**src/rtl/chan_io_pkg.sv**
```systemverilog
// Shared constants, axis enumeration and axis-to-bit mapping for the channel 13/14 I/O slice.
package chan_io_pkg;

    localparam int CHAN_W    = 15;
    localparam int BIT16_IDX = 14;
    localparam int NAXIS_DEF = 5;
    localparam int PACE_DEF  = 4;

    typedef enum logic [2:0] {
        AX_X = 3'd0,
        AX_Y = 3'd1,
        AX_Z = 3'd2,
        AX_T = 3'd3,
        AX_S = 3'd4
    } axis_e;

    // Axis X sits on the top packed bit (channel bit 16); later axes walk downward.
    function automatic int axis_bit(input int a);
        return BIT16_IDX - a;
    endfunction

endpackage

```
**src/rtl/chan13_14_latch_cdu_drive_pacer.sv**
```systemverilog
// One CDU drive axis: counts strobe events while enabled and emits a one-cycle pulse every PACE events.
module cdu_drive_pacer #(
    parameter int PACE = 4
) (
    input  logic SIM_CLK,
    input  logic SIM_RST,
    input  logic i_enable,
    input  logic i_stb_evt,
    output logic o_pulse
);
    localparam int CW = (PACE > 1) ? $clog2(PACE) : 1;

    logic [CW-1:0] r_cnt;
    logic          r_pulse;

    always_ff @(posedge SIM_CLK) begin
        if (!SIM_RST) begin
            r_cnt   <= '0;
            r_pulse <= 1'b0;
        end else if (!i_enable) begin
            r_cnt   <= '0;
            r_pulse <= 1'b0;
        end else if (i_stb_evt) begin
            if (r_cnt == CW'(PACE - 1)) begin
                r_cnt   <= '0;
                r_pulse <= 1'b1;
            end else begin
                r_cnt   <= r_cnt + 1'b1;
                r_pulse <= 1'b0;
            end
        end else begin
            r_pulse <= 1'b0;
        end
    end

    assign o_pulse = r_pulse;

endmodule

```
**src/rtl/chan13_14_latch.sv**
```systemverilog
// Output channels 13/14: write/clear latches, active-low read bus, paced CDU drive pulses.
// Optional odd-parity checking with sticky PARERR when CHAN_PARITY_EN is defined.
module chan13_14_latch
    import chan_io_pkg::*;
#(
    parameter int NAXIS = NAXIS_DEF,
    parameter int PACE  = PACE_DEF
) (
    input  logic              SIM_CLK,
    input  logic              SIM_RST,
    input  logic [CHAN_W-1:0] CHWL_n,
    input  logic              WCH13_n,
    input  logic              WCH14_n,
    input  logic              CCH13,
    input  logic              CCH14,
    input  logic              RCH13_n,
    input  logic              RCH14_n,
    input  logic              CDUSTB_n,
    output logic [CHAN_W-1:0] CHOR_n,
    output logic [CHAN_W-1:0] CH13,
    output logic [CHAN_W-1:0] CH14,
    output logic [NAXIS-1:0]  CDUDRV,
    output logic              DRVBUSY
`ifdef CHAN_PARITY_EN
    ,
    output logic              PARERR
`endif
);
    logic [CHAN_W-1:0] r_ch13, r_ch14;
    logic [CHAN_W-1:0] w_ch13_d, w_ch14_d;
    logic              r_stb_prev;
    logic              r_drvbusy;
    logic              w_stb_evt;
    logic [NAXIS-1:0]  w_axis_en;

    always_comb begin
        w_ch13_d = r_ch13;
        if (CCH13)         w_ch13_d = '0;
        else if (!WCH13_n) w_ch13_d = ~CHWL_n;
        w_ch14_d = r_ch14;
        if (CCH14)         w_ch14_d = '0;
        else if (!WCH14_n) w_ch14_d = ~CHWL_n;
    end

    always_ff @(posedge SIM_CLK) begin
        if (!SIM_RST) begin
            r_ch13     <= '0;
            r_ch14     <= '0;
            r_stb_prev <= 1'b1;
            r_drvbusy  <= 1'b0;
        end else begin
            r_ch13     <= w_ch13_d;
            r_ch14     <= w_ch14_d;
            r_stb_prev <= CDUSTB_n;
            r_drvbusy  <= |r_ch14[BIT16_IDX -: NAXIS];
        end
    end

    assign w_stb_evt = r_stb_prev & ~CDUSTB_n;

    // Enable needs both the stored bit and its next value: a write that sets the bit
    // misses the coincident strobe, and a clear/rewrite aborts even on the terminal strobe.
    genvar a;
    generate
        for (a = 0; a < NAXIS; a++) begin : g_axis
            localparam int B = axis_bit(a);
            assign w_axis_en[a] = r_ch14[B] & w_ch14_d[B];
            cdu_drive_pacer #(.PACE(PACE)) u_pacer (
                .SIM_CLK   (SIM_CLK),
                .SIM_RST   (SIM_RST),
                .i_enable  (w_axis_en[a]),
                .i_stb_evt (w_stb_evt),
                .o_pulse   (CDUDRV[a])
            );
        end
    endgenerate

`ifdef CHAN_PARITY_EN
    logic r_par13, r_par14, r_perr13, r_perr14;

    always_ff @(posedge SIM_CLK) begin
        if (!SIM_RST) begin
            r_par13  <= 1'b1;
            r_par14  <= 1'b1;
            r_perr13 <= 1'b0;
            r_perr14 <= 1'b0;
        end else begin
            if (CCH13)         r_par13 <= 1'b1;
            else if (!WCH13_n) r_par13 <= ~(^(~CHWL_n));
            if (CCH14)         r_par14 <= 1'b1;
            else if (!WCH14_n) r_par14 <= ~(^(~CHWL_n));
            if (CCH13)                      r_perr13 <= 1'b0;
            else if (!(^{r_ch13, r_par13})) r_perr13 <= 1'b1;
            if (CCH14)                      r_perr14 <= 1'b0;
            else if (!(^{r_ch14, r_par14})) r_perr14 <= 1'b1;
        end
    end

    assign PARERR = r_perr13 | r_perr14;
`endif

    assign CH13    = r_ch13;
    assign CH14    = r_ch14;
    assign DRVBUSY = r_drvbusy;
    assign CHOR_n  = ~((RCH13_n ? '0 : r_ch13) | (RCH14_n ? '0 : r_ch14));

endmodule
```
**config.mk**
```make
export PLATFORM = sky130hd
export DESIGN_NAME = chan13_14_latch
export DESIGN_NICKNAME = d
export VERILOG_FILES = /design/src/rtl/chan_io_pkg.sv /design/src/rtl/chan13_14_latch_cdu_drive_pacer.sv /design/src/rtl/chan13_14_latch.sv
export SDC_FILE = /design/constraint.sdc
export NUM_CORES = 1
export LEC_CHECK = 0
export BUFFER_PORTS_ARGS = -buffer_cell sky130_fd_sc_hd__buf_2
export CAP_MARGIN = 0
export CORE_AREA = 2 2 76 63
export DETAILED_ROUTE_END_ITERATION = 10
export DIE_AREA = 0 0 78 65
export GPL_TIMING_DRIVEN = 0
export HOLD_SLACK_MARGIN = 0.1
export PLACE_DENSITY = 0.8
export RECOVER_POWER = 100
export SLEW_MARGIN = 40
export SYNTH_ARGS = -nofsm -noshare
export SYNTH_HDL_FRONTEND = slang
export SYNTH_SLANG_ARGS = --single-unit
```
**constraint.sdc**
```tcl
create_clock -name SIM_CLK -period 1.35 [get_ports SIM_CLK]
set_input_delay 0.135 -clock SIM_CLK [delete_from_list [all_inputs] [get_ports SIM_CLK]]
set_output_delay 0.135 -clock SIM_CLK [all_outputs]
set_load 0.03 [all_outputs]
```
==> results.md <==
- Overall Global Routing Usage: a little under a fifth
- Syn. warnings: 0
- Via density: a little over 5
- Pwr/cell area: roughly 1100 nW/µm²
- Nets: approximately 330
- Worst-Margin Slew: just under 500 ps
- Crit-path cells: dlygate4sd3_1 > clkbuf_1 > nor2b_1 > nor2b_1 > and4_2
- Top cell type's share of synthesized area: 49.9%
- Fin Setup TNS: 0 ps
- Root Buffer: clkbuf_8
- Compound-gate portion of the synthesized area: between 10% and 20%
- Critical path's largest stage delay: between 500 and 600 ps
- Area Growth Syn to Fin: 26.9%
- Critical path type: input pin to register
- Routed WL: 4720 µm
- Fin area: 2390 µm²
- Max Slew Vio Count: 0
- Mapped Nets: 248
- Fmax: just under 0.8 GHz
- Detailed router's first-iteration violation count: between 150 and 200
- Crit path to: g_axis[4].u_pacer.o_pulse$_SDFF_PN0_
- Met2 Track Usage GR: around 28%
- Final HPWL DP: 3470 µm
- Pwr Total: approximately 2.7 mW
- Area of placed instances: ~2300 µm²
- Cells on Worst Hold Path: 4
- Die W: between 70 and 80 µm
- Max cap viols: 0
- Busiest layer in global routing: met2
- Xor/xnor cell area share of the yosys netlist: 0%
- Reg2reg end: DRVBUSY$_SDFF_PN0_
- Count of port buffers added during placement: 72
- Initial antenna violation count: 0
- Routed WL per cell: about 13 µm
- WHS: around 130 ps
- ANT cells: 0
- Initial DRT Pass Iterations: 4
- #FFs+latches synth: 47
- Placed insts: around 350
- Yosys cell types: 21
- Core area: 4400 µm²
- Mux contribution to synthesized area: ~5.3%
- Main combinational cell family by area after synthesis: simple AND/OR/NAND/NOR gates
- Run status: complete, no violations
- Critical path capture point type: register
- Worst slack, placed: between 7 and 8 ps
- Mapped Area: approximately 1900 µm²
- Worst skew pair latency: 310 ps
- Critical path fanouts, max: 5
- Clock Path Buffers: 2
- FF-to-FF setup slack: ~130 ps
- TritonCTS clock tree: built
- Final Core Density: between 50% and 60%
- Synth Area per Inst: roughly 8.6 µm²
- CP Launch Type: input pin
- Worst R2R Path Depth: 2
- Post-CTS repair timing setup buffer count: 0
- Initial Utilization: a little over two fifths
- Peak supply drop: between 0.7 and 0.8 mV
- Layout Cells excl Fill: ~360
- Row count: 22
- Simple-gate area share of the yosys netlist: between 20% and 30%
- Vias in the first global route: approximately 1500
- Final period util: between 90% and 100%
- Hold Violations, Final: 0
- Crit path time final: roughly 1300 ps
- Worst setup path start: CDUSTB_n
- Clk_skew: about 9.1 ps
- M1 GR Usage: roughly a quarter
- H-tree depth: 2
- Hold Path Class: input pin to register
- DR vias: ~1800
- Die Height: about 65 µm
- CP dominant cell by count: nor2b_1
- Mapped Cells: 219
- Placer congestion estimate: about 0.76
- Pin count of the biggest net entering global routing: 15
- Met3 usage: between 5 and 6%
- R2R Path Start: CH14[10]$_SDFF_PN0_
- Fin worst setup slack: about 86 ps
- Global-route wire length before repair: between 7000 and 8000 µm
- Seq/Total Area, Yosys: between 40% and 50%
- Post-Synth Adder-Cell Area: under 10%
- Final setup violation count: 0
- Worst slew margin: 67.8%
- Layout cells sized above 1: between 15 and 20%
- Slowest CP cell: dlygate4sd3_1
- Arr. time, crit path: approximately 1500 ps
- Total die area: 5070 µm²
- Leading area contributor after synthesis: dfxtp_1
- DRC violations left: 0
- RSZ-0062 raised after global routing: false
- Clock transition at the registers of the reported paths: around 90 ps
- Total grt overflow: 0
- Pleak: between 0.9 and 1 nW
- I/O pin total: 75
- Antenna Nets Post-Route: 0
- Top post-synthesis cells by area: dfxtp_1 (50%), nor2_1 (12%), a21oi_1 (6.6%)
- Clk sinks: 47
- Critical Path RT: between 1500 and 2000 ps
- Cts bufs inserted: 5
## how the worst min path moves through the flow
stage / from / end / slack [ps]
floorplan: SIM_RST / r_stb_prev$_SDFF_PN1_ / 210
global placement: CDUSTB_n / r_stb_prev$_SDFF_PN1_ / 340
detailed placement: CDUSTB_n / r_stb_prev$_SDFF_PN1_ / 340
CTS: SIM_RST / DRVBUSY$_SDFF_PN0_ / 110
global route: CCH14 / g_axis[3].u_pacer.r_cnt[1]$_SDFFE_PN0P_ / 140
finish: CHWL_n[2] / CH14[2]$_SDFFE_PP0N_ / 130
## Yosys cell counts
cell type,number
and4_1,4
nor3_1,8
o21a_1,1
buf_2,3
nand4b_1,1
nand2b_1,8
nand2_1,4
dfxtp_1,47
nor2b_1,2
buf_4,6
nor2_1,62
a22oi_1,15
clkbuf_1,6
and4_2,1
or4_1,1
o21ai_0,5
ha_1,5
inv_1,3
a21oi_1,25
mux2i_1,10
buf_1,2
## repair_timing
action | in CTS | in global routing
endpoints found under the hold margin | 1 | 0
resized for setup | 0 | 2
setup endpoints to repair | 0 | 10
hold buffers | 2 | 0
## routing by layer
layer,vias to the layer above,part of all wire [%],wire (µm)
met5,-,0,0
met4,0,1.2,57
met3,6,7.5,352
met2,64,43,2040
met1,840,48,2270
li1,907,-,-
## registers in the layout, summed over array words and instances (netlist names)
register	count
g_axis.u_pacer.o_pulse	5
CH13	15
r_stb_prev	1
g_axis.u_pacer.r_cnt	10
DRVBUSY	1
CH14	15
## cell usage in the layout, fill, tap and decap left out, drive strengths merged
cell         instances
clkbuf              69
nor2                62
dfxtp               47
buf                 27
a21oi               25
a22oi               15
mux2i               10
nand2b               8
nor3                 8
o21ai                5
ha                   5
and4                 5
nand2                4
inv                  3
nor2b                2
dlygate4sd3          2
or4                  1
o21a                 1
nand4b               1
clkinv               1
## worst max-delay path, delay by kind of cell
| kind | cells | cell delay [ps] |
|---|---|---|
| AND/OR/NAND/NOR | 3 | 740 |
| buffers and inverters | 2 | 640 |
## where the power goes
| part | internal (mW) | switching (mW) | total, mW |
|---|---|---|---|
| combinational | 0.122 | 0.260 | 0.382 |
| clock | 0.420 | 0.472 | 0.892 |
| sequential | 1.42 | 0.0306 | 1.45 |
## final cells by class
cell class	instances	area (µm²)
Buffer	17	91.3
Inverter	3	11.3
Fill cell	442	2010
Clock buffer	7	86.3
Tap cell	60	75.1
Timing Repair Buffer	74	337
Sequential cell	47	941
Multi-Input combinational cell	152	845
Clock inverter	1	8.76
## cells by family (layout without fill, tap and decap cells)
family / count (synthesis) / after routing
flip-flops: 47 / 47
adder cells (fa/ha/maj): 5 / 5
AND/OR/NAND/NOR: 91 / 91
buffers and inverters: 20 / 102
multiplexers: 10 / 10
AO/OA/AOI/OAI: 46 / 46
No activity file was read; power rests on OpenSTA's default activity.
